### config.mk
export PLATFORM = sky130hd
export DESIGN_NAME = muldiv_unit_flat
export DESIGN_NICKNAME = d
export VERILOG_FILES = /design/src/rtl/muldiv_unit_if.sv /design/src/rtl/muldiv_unit.sv /design/src/flat_wrapper.sv
export SDC_FILE = /design/constraint.sdc
export NUM_CORES = 1
export LEC_CHECK = 0
export BUFFER_PORTS_ARGS = -buffer_cell sky130_fd_sc_hd__buf_2
export CAP_MARGIN = 30
export CORE_MARGIN = 2
export CORE_UTILIZATION = 30
export CTS_BUF_LIST = sky130_fd_sc_hd__clkbuf_8
export CTS_CLUSTER_DIAMETER = 40
export CTS_CLUSTER_SIZE = 14
export DETAILED_ROUTE_END_ITERATION = 10
export PLACE_DENSITY = 0.57
export SKIP_LAST_GASP = 1
export SLEW_MARGIN = 20
export SYNTH_ARGS = -nofsm -noshare
export SYNTH_HDL_FRONTEND = slang
export SYNTH_SLANG_ARGS = --single-unit
### constraint.sdc
create_clock -name clk -period 5.29 [get_ports clk]
set_clock_uncertainty 0.2 [all_clocks]
set_input_delay 0.529 -clock clk [delete_from_list [all_inputs] [get_ports clk]]
set_output_delay 0.529 -clock clk [all_outputs]
set_load 0.05 [all_outputs]
### src/rtl/muldiv_unit_if.sv
// Request/response bundle for the iterative multiply/divide unit.
// The master (control FSM) drives start/op/a/b; the slave (muldiv_unit)
// returns busy/done/result/err.
interface muldiv_unit_if #(
    parameter int DBITS = 32
) ();
    logic             start;
    logic [2:0]       op;
    logic [DBITS-1:0] a;
    logic [DBITS-1:0] b;
    logic             busy;
    logic             done;
    logic [DBITS-1:0] result;
    logic             err;

    modport master (
        output start, op, a, b,
        input  busy, done, result, err
    );

    modport slave (
        input  start, op, a, b,
        output busy, done, result, err
    );
endinterface

### src/rtl/muldiv_unit.sv
// Iterative radix-2 multiply/divide unit: MUL/MULH/MULHU/DIV/DIVU/REM/REMU.
// One shift-add (multiply) or restoring shift-subtract (divide) step per clock,
// operating on magnitudes with a final sign fix in the FIX state.
// Optional feature macro: MULDIV_DIV_EN -- when defined the divide datapath is
// built; when undefined, ops 1xx take the reserved-op path (result 0, err 1).
module muldiv_unit #(
    parameter int DBITS   = 32,
    parameter int CNTBITS = $clog2(DBITS + 1)
) (
    input  logic         clk,
    input  logic         reset,
    muldiv_unit_if.slave bus
);
    localparam logic [DBITS-1:0]   ONE_D = DBITS'(1);
    localparam logic [2*DBITS-1:0] ONE_P = (2*DBITS)'(1);

    localparam logic [2:0] OP_MUL   = 3'b000;
    localparam logic [2:0] OP_MULH  = 3'b001;
    localparam logic [2:0] OP_MULHU = 3'b010;
    localparam logic [2:0] OP_RSV   = 3'b011;
`ifdef MULDIV_DIV_EN
    localparam logic [2:0] OP_DIV   = 3'b100;
    localparam logic [2:0] OP_DIVU  = 3'b101;
    localparam logic [2:0] OP_REM   = 3'b110;
    localparam logic [2:0] OP_REMU  = 3'b111;
`endif

    typedef enum logic [1:0] {IDLE, CALC, FIX, DONE} state_t;

    state_t             state;
    state_t             state_nx;

    logic               accept;
    logic               signed_in;
    logic               reserved_in;
    logic [DBITS-1:0]   a_abs;
    logic [DBITS-1:0]   b_abs;

    logic [2:0]         op_r;
    logic [DBITS-1:0]   opa;
    logic [DBITS-1:0]   opb;
    logic [2*DBITS-1:0] acc;
    logic [2*DBITS-1:0] acc_step;
    logic [CNTBITS-1:0] cnt;
    logic               neg_q;
    logic               rsv;

    logic [2*DBITS-1:0] prod;
    logic [DBITS-1:0]   fix_result;
    logic               fix_err;
    logic [DBITS-1:0]   result_r;
    logic               err_r;

`ifdef MULDIV_DIV_EN
    logic               neg_r;
    logic               dz;
    logic [DBITS:0]     trial;
    logic [DBITS-1:0]   rem_sub;
    logic               ge;
    logic [DBITS-1:0]   quo;
    logic [DBITS-1:0]   rem;
`endif

    assign accept     = bus.start && (state == IDLE || state == DONE);
    assign bus.result = result_r;
    assign bus.err    = err_r;

    // Decode the incoming request: signedness, reserved path, operand magnitudes.
    always_comb begin
        signed_in   = (bus.op == OP_MULH);
        reserved_in = (bus.op == OP_RSV);
`ifdef MULDIV_DIV_EN
        signed_in   = signed_in || (bus.op == OP_DIV) || (bus.op == OP_REM);
`else
        reserved_in = reserved_in || bus.op[2];
`endif
        a_abs = (signed_in && bus.a[DBITS-1]) ? ~bus.a + ONE_D : bus.a;
        b_abs = (signed_in && bus.b[DBITS-1]) ? ~bus.b + ONE_D : bus.b;
    end

    // State register.
    always_ff @(posedge clk) begin
        if (reset) begin
            state <= IDLE;
        end else begin
            state <= state_nx;
        end
    end

    // Next-state and status outputs.
    always_comb begin
        state_nx = state;
        bus.busy = 1'b0;
        bus.done = 1'b0;
        case (state)
            IDLE: begin
                if (accept) begin
                    state_nx = reserved_in ? FIX : CALC;
                end
            end
            CALC: begin
                bus.busy = 1'b1;
                if (cnt == CNTBITS'(1)) begin
                    state_nx = FIX;
                end
            end
            FIX: begin
                bus.busy = 1'b1;
                state_nx = DONE;
            end
            DONE: begin
                bus.done = 1'b1;
                if (accept) begin
                    state_nx = reserved_in ? FIX : CALC;
                end else begin
                    state_nx = IDLE;
                end
            end
            default: state_nx = IDLE;
        endcase
    end

    // One iteration: MSB-first shift-add for multiply; restoring divide builds
    // the remainder in acc[hi] and shifts quotient bits into acc[lo].
    always_comb begin
        acc_step = {acc[2*DBITS-2:0], 1'b0} + (opb[DBITS-1] ? {{DBITS{1'b0}}, opa} : '0);
`ifdef MULDIV_DIV_EN
        trial   = {acc[2*DBITS-1:DBITS], opa[DBITS-1]};
        rem_sub = trial[DBITS-1:0] - opb;
        ge      = (trial >= {1'b0, opb});
        if (op_r[2]) begin
            acc_step = {(ge ? rem_sub : trial[DBITS-1:0]), acc[DBITS-2:0], ge};
        end
`endif
    end

    // Sign correction and output-word selection used in the FIX state.
    always_comb begin
        prod       = neg_q ? ~acc + ONE_P : acc;
        fix_result = '0;
        fix_err    = rsv;
`ifdef MULDIV_DIV_EN
        quo     = acc[DBITS-1:0];
        rem     = acc[2*DBITS-1:DBITS];
        fix_err = rsv || dz;
`endif
        case (op_r)
            OP_MUL:            fix_result = prod[DBITS-1:0];
            OP_MULH, OP_MULHU: fix_result = prod[2*DBITS-1:DBITS];
`ifdef MULDIV_DIV_EN
            OP_DIV, OP_DIVU:   fix_result = dz ? '1 : (neg_q ? ~quo + ONE_D : quo);
            OP_REM, OP_REMU:   fix_result = neg_r ? ~rem + ONE_D : rem;
`endif
            default:           fix_result = '0;
        endcase
    end

    // Operand latch, iteration datapath and registered result.
    always_ff @(posedge clk) begin
        if (reset) begin
            op_r     <= '0;
            opa      <= '0;
            opb      <= '0;
            acc      <= '0;
            cnt      <= '0;
            neg_q    <= 1'b0;
            rsv      <= 1'b0;
            result_r <= '0;
            err_r    <= 1'b0;
`ifdef MULDIV_DIV_EN
            neg_r    <= 1'b0;
            dz       <= 1'b0;
`endif
        end else if (accept) begin
            op_r  <= bus.op;
            opa   <= a_abs;
            opb   <= b_abs;
            acc   <= '0;
            cnt   <= reserved_in ? '0 : CNTBITS'(DBITS);
            neg_q <= signed_in && (bus.a[DBITS-1] ^ bus.b[DBITS-1]);
            rsv   <= reserved_in;
`ifdef MULDIV_DIV_EN
            neg_r <= signed_in && bus.a[DBITS-1];
            dz    <= bus.op[2] && (bus.b == '0);
`endif
        end else if (state == CALC) begin
            cnt <= cnt - CNTBITS'(1);
            acc <= acc_step;
`ifdef MULDIV_DIV_EN
            if (op_r[2]) begin
                opa <= {opa[DBITS-2:0], 1'b0};
            end else begin
                opb <= {opb[DBITS-2:0], 1'b0};
            end
`else
            opb <= {opb[DBITS-2:0], 1'b0};
`endif
        end else if (state == FIX) begin
            result_r <= fix_result;
            err_r    <= fix_err;
        end
    end
endmodule

### src/flat_wrapper.sv
// flat-port wrapper written by rule: the top's interface ports become plain ports
module muldiv_unit_flat 
#(
    parameter int DBITS   = 32,
    parameter int CNTBITS = $clog2(DBITS + 1)
)
  (clk, reset, bus_start, bus_op, bus_a, bus_b, bus_busy, bus_done, bus_result, bus_err);
  muldiv_unit_if #(.DBITS(DBITS)) bus_i ();
  input  logic clk;
  input  logic reset;
  input wire logic [$bits(bus_i.start)-1:0] bus_start;
  input wire logic [$bits(bus_i.op)-1:0] bus_op;
  input wire logic [$bits(bus_i.a)-1:0] bus_a;
  input wire logic [$bits(bus_i.b)-1:0] bus_b;
  output wire logic [$bits(bus_i.busy)-1:0] bus_busy;
  output wire logic [$bits(bus_i.done)-1:0] bus_done;
  output wire logic [$bits(bus_i.result)-1:0] bus_result;
  output wire logic [$bits(bus_i.err)-1:0] bus_err;
  assign bus_i.start = bus_start;
  assign bus_i.op = bus_op;
  assign bus_i.a = bus_a;
  assign bus_i.b = bus_b;
  assign bus_busy = bus_i.busy;
  assign bus_done = bus_i.done;
  assign bus_result = bus_i.result;
  assign bus_err = bus_i.err;
  muldiv_unit #(.DBITS(DBITS), .CNTBITS(CNTBITS)) u_core (.clk(clk), .reset(reset), .bus(bus_i));
endmodule
==> run_results.csv, run 1 <==
group,metric,value,unit
cts,cts.sinks,174,
sta,rsz0062_at_grt,"false",
sta,hold_viol,0,
sta,fin_ws,1.45,ns
pwr,p_seq_share,34.5,%
place,hpwl,25300,um
cts,cts-buffers-inserted,17,
global_routing,grt_pass1_wl,54900,um
global_routing,grt_overflow,0,
synth,ys_ff_latch,174,
synth,syn_area,12000,sq um
sta,slew_violations,0,
critical_path,rrSetupSlack,1.45,ns
pwr,finalPower,0.00553,W
hold_path,min_path_cells,3,
pwr,switching_share,47.4,%
pwr,ir_drop,182,uV
sta,min_period,3.84,ns
hold_path,hp-start,"bus_a[0]",
floorplan,start_util,30.3,%
critical_path,worstPathRequired,5.44,ns
critical_path,path_max_fanout,20,
pwr,p_sw,0.00262,W
pwr,p_comb_share,48.1,%
final_layout,fillers,4196,
final_layout,layout.nets,1654,
hold_path,min_path_type,"input pin to flip-flop",
place,dp.cells,2046,
place,place_ws,1.45,ns
cts,ctsRootBufferMaster,"clkbuf_8",
floorplan,fp.dieH,204,um
cts,path_clk_slew,0.11,ns
detailed_routing,ant_nets,0,
synth,seq_area_frac_synth,29.1,%
sta,slew_headroom,34.4,%
job,cap_violations,0,
pwr,pwr-share-clk,17.4,%
global_routing,grt_start_max_net_pins,93,
sta,tns,0,ns
synth,syn-num-nets,1643,
cts,cts_resized,0,
detailed_routing,drt_iter0_drc,647,
critical_path,reg2regPathDepth,14,
detailed_routing,dr_total_vias,10856,
sta,finalCritPeriodShare,72.5,%
final_layout,final_common_cell,"nor2_1",
critical_path,cp-start-kind,"flip-flop",
global_routing,antenna_found_initial,0,
critical_path,critPathMaxStageDelay,0.64,ns
status,status,"complete, no violations",
final_layout,drive_gt1_share,11.7,%
critical_path,rr_endpoint,"u_core.acc[63]$_SDFFE_PP0P_",
pwr,p_leak,4.99,nW
cts,cts_hold_buf,0,
cts,htree_levels,4,
floorplan,io_pins,105,
place,numPortBuffers,104,
synth,synth-main-ff-cell,"dfxtp_1",
critical_path,crit_slowest_cell,"dfxtp_1",
final_layout,final_cell_mix,"nor2_1 (177), dfxtp_1 (173), o21ai_0 (109)",
sta,clock.fmax,261,MHz
pwr,powerDensity,418,nW/um^2
detailed_routing,drtPass1Iterations,5,
detailed_routing,via_per_inst,5.22,
synth,ys_async_sr_fraction,0,%
critical_path,crit_chain,"and2_1 -> ha_1 -> inv_1 -> fa_1 -> nand2b_1 -> a211oi_1 -> nor3_1 -> o31a_1 -> o32ai_1 -> nor2_1 -> buf_4 -> nor4_1 -> xnor2_1 -> a21oi_1",
global_routing,grt_pass1_vias,10174,
pwr,p_int,0.00291,W
critical_path,crit_arrival,3.99,ns
cts,clk_path_buf_depth,2,
critical_path,crit_family,"simple AND/OR/NAND/NOR gates",
synth,synth_cell_types,75,
critical_path,worstSetupEndpointType,"flip-flop",
cts,clk-insertion-delay-late,0.47,ns
critical_path,path_buf_inv,2,
hold_path,min_to,"u_core.opa[0]$_SDFFE_PP0P_",
floorplan,die_area,41500,sq um
sta,setup_violations,0,
floorplan,coreArea,39500,sq um
synth,yosys_warnings,0,
global_routing,grt_use_total,16.2,%
final_layout,syn_to_final_growth,10.5,%
floorplan,rows,73,
detailed_routing,avgRoutedWirePerCell,16.2,um
floorplan,floorplan.die.width,204,um
sta,tightest_slew,0.982,ns
final_layout,antenna_cells,0,
synth,avgSynthCellArea,7.82,sq um
critical_path,timing.rr.start,"u_core.opb[31]$_SDFFE_PP0P_",
synth,synth_edf_count,0,
detailed_routing,wl,33800,um
final_layout,final_cells,2080,
critical_path,path_class,"flip-flop to flip-flop",
synth,synth_cells,1531,
place,gp_congestion,0.911,
detailed_routing,post-route-drc-count,0,
cts,cts_tree,"built",
cts,postCtsSetupRepairBufs,0,
metal layers:
layer / up-vias / track usage (%) / part of all wire (%)
met5: - / 0 / 0
met4: 0 / 4.54 / 1.8
met3: 31 / 2.29 / 3.6
met2: 201 / 26.0 / 46
met1: 5063 / 22.6 / 49
li1: 5561 / - / -
synth_stat cells (4+ instances only):
cell type,number,share of area [%]
a211oi_1,67,4.2
a21o_1,14,0.88
a21oi_1,93,3.9
a221oi_1,8,0.59
a22o_1,6,0.44
a311oi_1,8,0.59
a31o_2,4,0.29
a31oi_1,6,0.31
and2_1,37,1.9
and3_1,17,0.89
buf_1,8,0.25
buf_2,12,0.50
clkbuf_1,101,3.2
dfxtp_1,174,29
ha_1,41,4.3
inv_1,30,0.94
mux2i_1,48,4.0
nand2_1,89,2.8
nand2b_1,10,0.52
nand3_1,35,1.5
nand3b_1,11,0.69
nand4_1,18,0.94
nand4b_1,4,0.29
nor2_1,178,5.6
nor2b_1,12,0.63
nor3_1,43,1.8
nor4_1,23,1.2
nor4_2,4,0.42
o21ai_0,109,4.6
o21ai_1,4,0.17
o221ai_1,23,1.7
o31a_1,4,0.29
o31ai_1,24,1.5
o41ai_1,14,1.0
or3_1,21,1.1
or4_1,7,0.44
or4_4,4,0.38
xnor2_1,97,7.1
xor2_1,76,5.6
cells by family (layout without fill, tap and decap cells):
family | after synthesis | count (layout) | synth area share (%)
mux | 48 | 48 | 4.01
buf+inv | 156 | 180 | 5.13
flops | 174 | 174 | 29.1
xor+xnor | 173 | 173 | 12.7
fa+ha+maj | 42 | 42 | 4.45
compound gates | 411 | 411 | 22.6
simple gates | 527 | 527 | 22.1
final cells by class:
| cell class | instances | area [sq um] | area share (%) |
|---|---|---|---|
| Multi-Input combinational cell | 1201 | 7910 | 59.8 |
| Sequential cell | 174 | 3480 | 26.3 |
| Timing Repair Buffer | 117 | 658 | 4.98 |
| Tap cell | 525 | 657 | 4.97 |
| Clock buffer | 17 | 234 | 1.77 |
| Clock inverter | 15 | 165 | 1.25 |
| Inverter | 31 | 116 | 0.880 |
how the worst max path moves through the flow:
stage,depth (start not counted),to,slack [ns],start
after floorplan,15,u_core.acc[59]$_SDFFE_PP0P_,1.90,u_core.opb[31]$_SDFFE_PP0P_
after global placement,14,u_core.acc[63]$_SDFFE_PP0P_,1.52,u_core.opb[31]$_SDFFE_PP0P_
after detailed placement,14,u_core.acc[63]$_SDFFE_PP0P_,1.45,u_core.opb[31]$_SDFFE_PP0P_
after CTS,14,u_core.acc[63]$_SDFFE_PP0P_,1.42,u_core.opb[31]$_SDFFE_PP0P_
after global routing,14,u_core.acc[63]$_SDFFE_PP0P_,1.10,u_core.opb[31]$_SDFFE_PP0P_
final,14,u_core.acc[63]$_SDFFE_PP0P_,1.45,u_core.opb[31]$_SDFFE_PP0P_
per-stage QoR:
stage / util (%) / area [sq um] / hold WS [ns]
2_1_floorplan: - / 12000 / 0.227
3_3_place_gp: 32.3 / 12800 / 0.247
3_5_place_dp: 32.3 / 12800 / 0.249
4_1_cts: 33.3 / 13200 / 0.0981
5_1_grt: 33.4 / 13200 / 0.110
6_report: 33.4 / 13200 / 0.132
flip-flops by register name, summed over array words and instances, names as in the netlist, 2 cells and up:
signal / flops
u_core.bus.result: 32
u_core.cnt: 6
u_core.state: 2
u_core.opa: 32
u_core.op_r: 3
u_core.acc: 64
u_core.opb: 32
power groups by stage:
stage	combinational [W]	sequential (W)	clock, W
global route	0.00292	0.00196	0.00105
detailed placement	0.00265	0.00194	0
floorplan	0.00182	0.00208	0
global placement	0.00261	0.00193	0
CTS	0.00265	0.00191	0.000998
finish	0.00266	0.00191	0.000962
worst register-to-register path: cells and delay by family, from the launching register on:
family | cells | cell delay, ns
simple gates | 5 | 0.97
buf+inv | 2 | 0.27
compound gates | 4 | 0.93
flops | 1 | 0.64
xor+xnor | 1 | 0.17
fa+ha+maj | 2 | 0.55
Note: power is estimated with default switching activity, not from simulation.
==> run 2: changes to the inputs <==
clock period = 3.8 ns   (was 5.29 ns; I/O delays follow)
==> run 2 against run 1 <==
Flip-flop and latch count unchanged. Combinational power increased by 41%. Die area unchanged. Clock power increased by 44%. Routed wire length increased by 2.5%. First-iteration DRC count decreased by 16%. Largest power group unchanged. Critical path depth decreased by 1. Sequential share of layout area decreased by 0.72 points. Total power increased by 41%.
==> run_results.csv, run 2 (synthesis gave the netlist of run 1 again) <==
group,metric,value,unit
status,status,"complete, no violations",
critical_path,crit_family,"compound AO/OA/AOI/OAI gates",
global_routing,grt_use_total,16.5,%
critical_path,timing.rr.start,"u_core.opb[31]$_SDFFE_PP0P_",
detailed_routing,via_per_inst,5.21,
place,numPortBuffers,104,
detailed_routing,dr_total_vias,11067,
detailed_routing,wl,34600,um
sta,finalCritPeriodShare,93.9,%
sta,slew_headroom,34.3,%
critical_path,path_buf_inv,2,
cts,cts_tree,"built",
final_layout,top_register,"u_core.acc",
sta,fin_ws,0.231,ns
pwr,p_comb_share,48.2,%
sta,slew_violations,0,
critical_path,rrSetupSlack,0.23,ns
sta,rsz0062_at_grt,"true",
cts,clk_path_buf_depth,2,
final_layout,final_common_cell,"nor2_1",
sta,tightest_slew,0.985,ns
global_routing,grt_pass1_vias,10177,
final_layout,postLayoutCoreUtil,34.4,%
cts,htree_levels,4,
pwr,finalPower,0.00778,W
final_layout,syn_to_final_growth,13.6,%
global_routing,use_met3,2.88,%
global_routing,grt_overflow,0,
pwr,powerDensity,572,nW/um^2
detailed_routing,avgRoutedWirePerCell,16.3,um
critical_path,worstSetupEndpointType,"flip-flop",
place,gp_congestion,0.928,
job,cap_violations,0,
cts,cts.sinks,174,
detailed_routing,ant_nets,0,
pwr,p_leak,5.18,nW
floorplan,rows,73,
critical_path,path_depth,13,
hold_path,min_path_type,"input pin to flip-flop",
pwr,ir_drop,332,uV
final_layout,layout.nets,1697,
final_layout,largest_register_ffs,64,
critical_path,reg2regPathDepth,13,
critical_path,crit_slowest_cell,"ha_1",
critical_path,critPathMaxStageDelay,0.41,ns
sta,setup_violations,0,
pwr,p_sw,0.00363,W
final_layout,antenna_cells,0,
final_layout,drive_gt1_share,13.1,%
pwr,pwr-share-clk,17.8,%
floorplan,start_util,30.3,%
critical_path,cp-startpoint,"u_core.opb[31]$_SDFFE_PP0P_",
floorplan,coreArea,39500,sq um
critical_path,cp-start-kind,"flip-flop",
floorplan,die_area,41500,sq um
pwr,p_seq_share,34.0,%
critical_path,worstPathRequired,3.96,ns
critical_path,path_max_fanout,28,
global_routing,antenna_found_initial,0,
cts,cts-buffers-inserted,17,
global_routing,busiest_layer,"met2",
place,hpwl,26100,um
place,place_ws,0.201,ns
critical_path,path_class,"flip-flop to flip-flop",
critical_path,crit_chain,"buf_12 -> and2_1 -> ha_1 -> and3_1 -> nor3b_1 -> o21ai_0 -> o311a_1 -> a2111oi_4 -> o2111ai_1 -> buf_4 -> nor3_1 -> xnor2_1 -> a21oi_1",
detailed_routing,drtPass1Iterations,5,
detailed_routing,post-route-drc-count,0,
floorplan,io_pins,105,
detailed_routing,drt_iter0_drc,545,
pwr,switching_share,46.7,%
critical_path,endpoint,"u_core.acc[60]$_SDFFE_PP0P_",
final_layout,final_cell_mix,"nor2_1 (177), dfxtp_1 (173), o21ai_0 (109)",
sta,clock.fmax,280,MHz
sta,hold_viol,0,
global_routing,grt_pass1_wl,55500,um
sta,tns,0,ns
global_routing,grt_use_met2,25.8,%
sta,min_period,3.57,ns
global_routing,grt_start_max_net_pins,72,
cts,path_clk_slew,0.10,ns
floorplan,fp.dieH,204,um
critical_path,rr_endpoint,"u_core.acc[60]$_SDFFE_PP0P_",
global_routing,grt_util_met1,23.2,%
critical_path,crit_arrival,3.73,ns
floorplan,floorplan.die.width,204,um
pwr,p_int,0.00415,W
cts,clk-insertion-delay-late,0.50,ns
cts,ctsRootBufferMaster,"clkbuf_8",
## run 2: area by class of cell
class	instances	area, sq um
clock inverter	13	151
sequential	174	3480
tap	525	657
inverter	31	116
multi-input combinational	1201	7930
timing repair buffer	160	998
fill	4173	25900
clock buffer	19	262
## run 2: how the worst min path moves through the flow
stage                                   to                        start  depth (start not counted)
2_1_floorplan  u_core.opa[30]$_SDFFE_PP0P_  u_core.opa[30]$_SDFFE_PP0P_                          2
3_3_place_gp   u_core.opa[30]$_SDFFE_PP0P_  u_core.opa[30]$_SDFFE_PP0P_                          2
3_5_place_dp    u_core.opa[0]$_SDFFE_PP0P_   u_core.opa[0]$_SDFFE_PP0P_                          2
4_1_cts         u_core.opb[8]$_SDFFE_PP0P_                     bus_b[8]                          4
5_1_grt        u_core.opa[24]$_SDFFE_PP0P_                    bus_a[24]                          3
6_report       u_core.opa[28]$_SDFFE_PP0P_                    bus_a[28]                          3
## run 2: routing by layer
layer / part of all wire (%) / up-vias / routed length, um
met5: 0 / - / 0
met4: 1.9 / 0 / 653
met3: 3.5 / 35 / 1230
met2: 45 / 215 / 15600
met1: 50 / 5169 / 17200
li1: - / 5648 / -
## run 2: what timing repair did
item | 4_1_cts | 5_1_grt
setup endpoints to repair | 0 | 13
setup buffers | 0 | 1
gates resized for setup | 0 | 3
endpoints found under the hold margin | 18 | 0
hold buffers | 18 | 0
## run 2: through the flow
step | hold slack [ns] | cells | cell area (sq um)
2_1_floorplan | 0.227 | 1531 | 12000
3_3_place_gp | 0.243 | 2071 | 13000
3_5_place_dp | 0.249 | 2072 | 13000
4_1_cts | 0.00618 | 2122 | 13600
5_1_grt | 0.0113 | 2123 | 13600
6_report | 0.0308 | 2123 | 13600
## run 2: worst reg2reg max path, stage by stage, from the launching register on
cell       delay [ns]
dfxtp_1          0.37
buf_12           0.17
and2_1           0.14
ha_1             0.41
and3_1           0.26
nor3b_1          0.27
o21ai_0          0.15
o311a_1          0.19
a2111oi_4        0.41
o2111ai_1        0.14
buf_4            0.22
nor3_1           0.26
xnor2_1          0.16
a21oi_1          0.09
## run 2: power groups by stage
| stage | Combinational, W | Sequential, W | Clock, W |
|---|---|---|---|
| 2_1_floorplan | 0.00253 | 0.00290 | 0 |
| 3_3_place_gp | 0.00370 | 0.00267 | 0 |
| 3_5_place_dp | 0.00374 | 0.00268 | 0 |
| 4_1_cts | 0.00377 | 0.00264 | 0.00143 |
| 5_1_grt | 0.00413 | 0.00271 | 0.00150 |
| 6_report | 0.00375 | 0.00264 | 0.00139 |
==> run 3: changes to the inputs <==
PLACE_DENSITY = 0.58   (was 0.57)
clock period = 3.2 ns   (was 3.8 ns; I/O delays follow)
==> run 3 against run 2 <==
The flow now finishes with violations (setup timing). Critical path depth increased by 4. Routed wire length increased by 11%. Total power increased by 26%. Hold slack got worse by 0.0029 ns. Register-to-register slack got worse by 0.33 ns. Cell count increased by 9.5%. Via count increased by 8.6%. Critical path type unchanged. Critical endpoint is now u_core.acc[57]$_SDFFE_PP0P_.
==> run_results.csv, run 3 (synthesis gave the netlist of run 1 again) <==
group,metric,value,unit
final_layout,multi_input_area,8670,sq um
pwr,p_int,0.00528,W
sta,setup_violations,14,
cts,path_clk_slew,0.10,ns
detailed_routing,ant_nets,0,
global_routing,grt_use_total,18.2,%
global_routing,grt_start_max_net_pins,74,
pwr,finalPower,0.00977,W
floorplan,die_area,41500,sq um
sta,slew_violations,0,
detailed_routing,via_per_inst,5.17,
pwr,powerDensity,610,nW/um^2
place,hpwl,27900,um
global_routing,grt_pass1_wl,60700,um
hold_path,min_path_type,"input pin to flip-flop",
floorplan,fp.dieH,204,um
floorplan,coreArea,39500,sq um
sta,holdWs,0.0280,ns
job,cap_violations,0,
detailed_routing,post-route-drc-count,0,
final_layout,drive_gt1_share,25.8,%
critical_path,critPathMaxStageDelay,0.39,ns
critical_path,rrSetupSlack,-0.09,ns
global_routing,antenna_found_initial,0,
floorplan,rows,73,
critical_path,path_max_fanout,7,
detailed_routing,dr_total_vias,12017,
sta,slew_headroom,27.5,%
pwr,p_sw,0.00449,W
critical_path,cp-start-kind,"flip-flop",
pwr,p_leak,6.55,nW
cts,htree_levels,4,
sta,finalCritPeriodShare,103,%
cts,cts_tree,"built",
global_routing,grt_use_met2,29.0,%
sta,min_period,3.29,ns
sta,clock.fmax,304,MHz
place,dp.cells,2211,
cts,cts.sinks,174,
final_layout,layout.nets,1900,
final_layout,final_cell_mix,"buf_4 (188), dfxtp_1 (171), nor2_1 (168)",
floorplan,floorplan.die.width,204,um
detailed_routing,drt_iter0_drc,736,
sta,hold_viol,0,
place,gp_congestion,0.929,
critical_path,worstSetupEndpointType,"flip-flop",
pwr,pwr-share-clk,16.8,%
critical_path,crit_top_cell,"buf_6",
final_layout,final_common_cell,"buf_4",
sta,fin_ws,-0.0947,ns
detailed_routing,drtPass1Iterations,5,
cts,clk_path_buf_depth,2,
detailed_routing,avgRoutedWirePerCell,16.5,um
sta,tns,-0.357,ns
cts,cts-buffers-inserted,17,
pwr,ir_drop,368,uV
final_layout,syn_to_final_growth,33.8,%
final_layout,largest_register_ffs,64,
critical_path,path_class,"flip-flop to flip-flop",
critical_path,crit_arrival,3.45,ns
critical_path,worstPathRequired,3.36,ns
floorplan,start_util,30.3,%
cts,clk-insertion-delay-late,0.51,ns
status,status,"complete, but fails checks",
sta,tightest_slew,1.08,ns
final_layout,top_register,"u_core.acc",
critical_path,crit_slowest_cell,"dfxtp_4",
detailed_routing,wl,38300,um
place,numPortBuffers,104,
final_layout,fillers,3962,
status,violations,"setup timing",
sta,rsz0062_at_grt,"true",
global_routing,busiest_layer,"met2",
pwr,p_seq_share,31.5,%
final_layout,area.sequential,3490,sq um
global_routing,grt_pass1_vias,11218,
global_routing,grt_util_met1,25.4,%
floorplan,io_pins,105,
final_layout,final_cells,2325,
pwr,switching_share,46.0,%
global_routing,use_met3,2.22,%
global_routing,grt_overflow,0,
pwr,p_comb_share,51.8,%
cts,ctsRootBufferMaster,"clkbuf_8",
critical_path,crit_chain,"buf_6 -> buf_4 -> and2_4 -> ha_4 -> buf_6 -> nand2_2 -> o21ai_2 -> buf_4 -> nor3_4 -> o31a_1 -> o32ai_4 -> nor2_4 -> buf_6 -> buf_6 -> nor4_4 -> xnor2_1 -> a21oi_1",
final_layout,antenna_cells,0,
[run 3: cell types whose count changed in the layout (fill, tap and decap cells not counted), sizes merged]
cell | previous run | this run
dlygate4sd3 | 18 | 59
buf | 142 | 304
clkbuf | 19 | 18
[run 3: power by group through the flow]
stage               clock (W)  combinational, W  sequential (W)
global placement            0           0.00473         0.00310
global route          0.00177           0.00554         0.00315
detailed placement          0           0.00479         0.00311
CTS                   0.00169           0.00494         0.00307
floorplan                   0           0.00301         0.00344
finish                0.00164           0.00506         0.00307
[run 3: path summary, 6_finish.rpt]
kind / to / start / cells after the start
setup / recovery: u_core.acc[57]$_SDFFE_PP0P_ / u_core.opb[31]$_SDFFE_PP0P_ / 17
hold / removal: u_core.opb[5]$_SDFFE_PP0P_ / bus_b[5] / 4
setup reg to reg: u_core.acc[57]$_SDFFE_PP0P_ / u_core.opb[31]$_SDFFE_PP0P_ / 17
hold reg to reg: u_core.opa[31]$_SDFFE_PP0P_ / u_core.opa[31]$_SDFFE_PP0P_ / 2
[run 3: metrics by stage]
stage / cell area, sq um / utilization (%) / worst slack [ns]
2_1_floorplan: 12000 / - / 0.00259
3_3_place_gp: 14000 / 35.5 / -0.305
3_5_place_dp: 14000 / 35.5 / -0.432
4_1_cts: 15300 / 38.7 / -0.0819
5_1_grt: 16000 / 40.5 / -0.246
6_report: 16000 / 40.5 / -0.0947
[run 3: worst max-delay path: cells and delay by family (launching register included)]
family	cells	cell delay, ns
buffers and inverters	6	0.79
AO/OA/AOI/OAI	4	0.76
AND/OR/NAND/NOR	5	0.55
flip-flops	1	0.39
adder cells (fa/ha/maj)	1	0.29
XOR/XNOR	1	0.15
[run 3: layout make-up]
cell class	count	area share, %
clock inverter	13	0.976
sequential	174	21.8
tap	525	4.10
clock buffer	18	1.55
inverter	31	0.726
multi-input combinational	1201	54.1
timing repair buffer	363	16.8
[run 3: timing repair]
item                                   CTS  global route
gates resized for setup                 48           105
gates cloned                             2             1
pin swaps                               25            58
endpoints found under the hold margin   60             0
setup buffers                            6            17
setup endpoints to repair               48            54
hold buffers                            59             0
[run 3: layer usage]
layer / up-vias / share of wire, %
li1: 6043 / -
met1: 5665 / 48
met2: 268 / 46
met3: 41 / 4.0
met4: 0 / 2.2
met5: - / 0
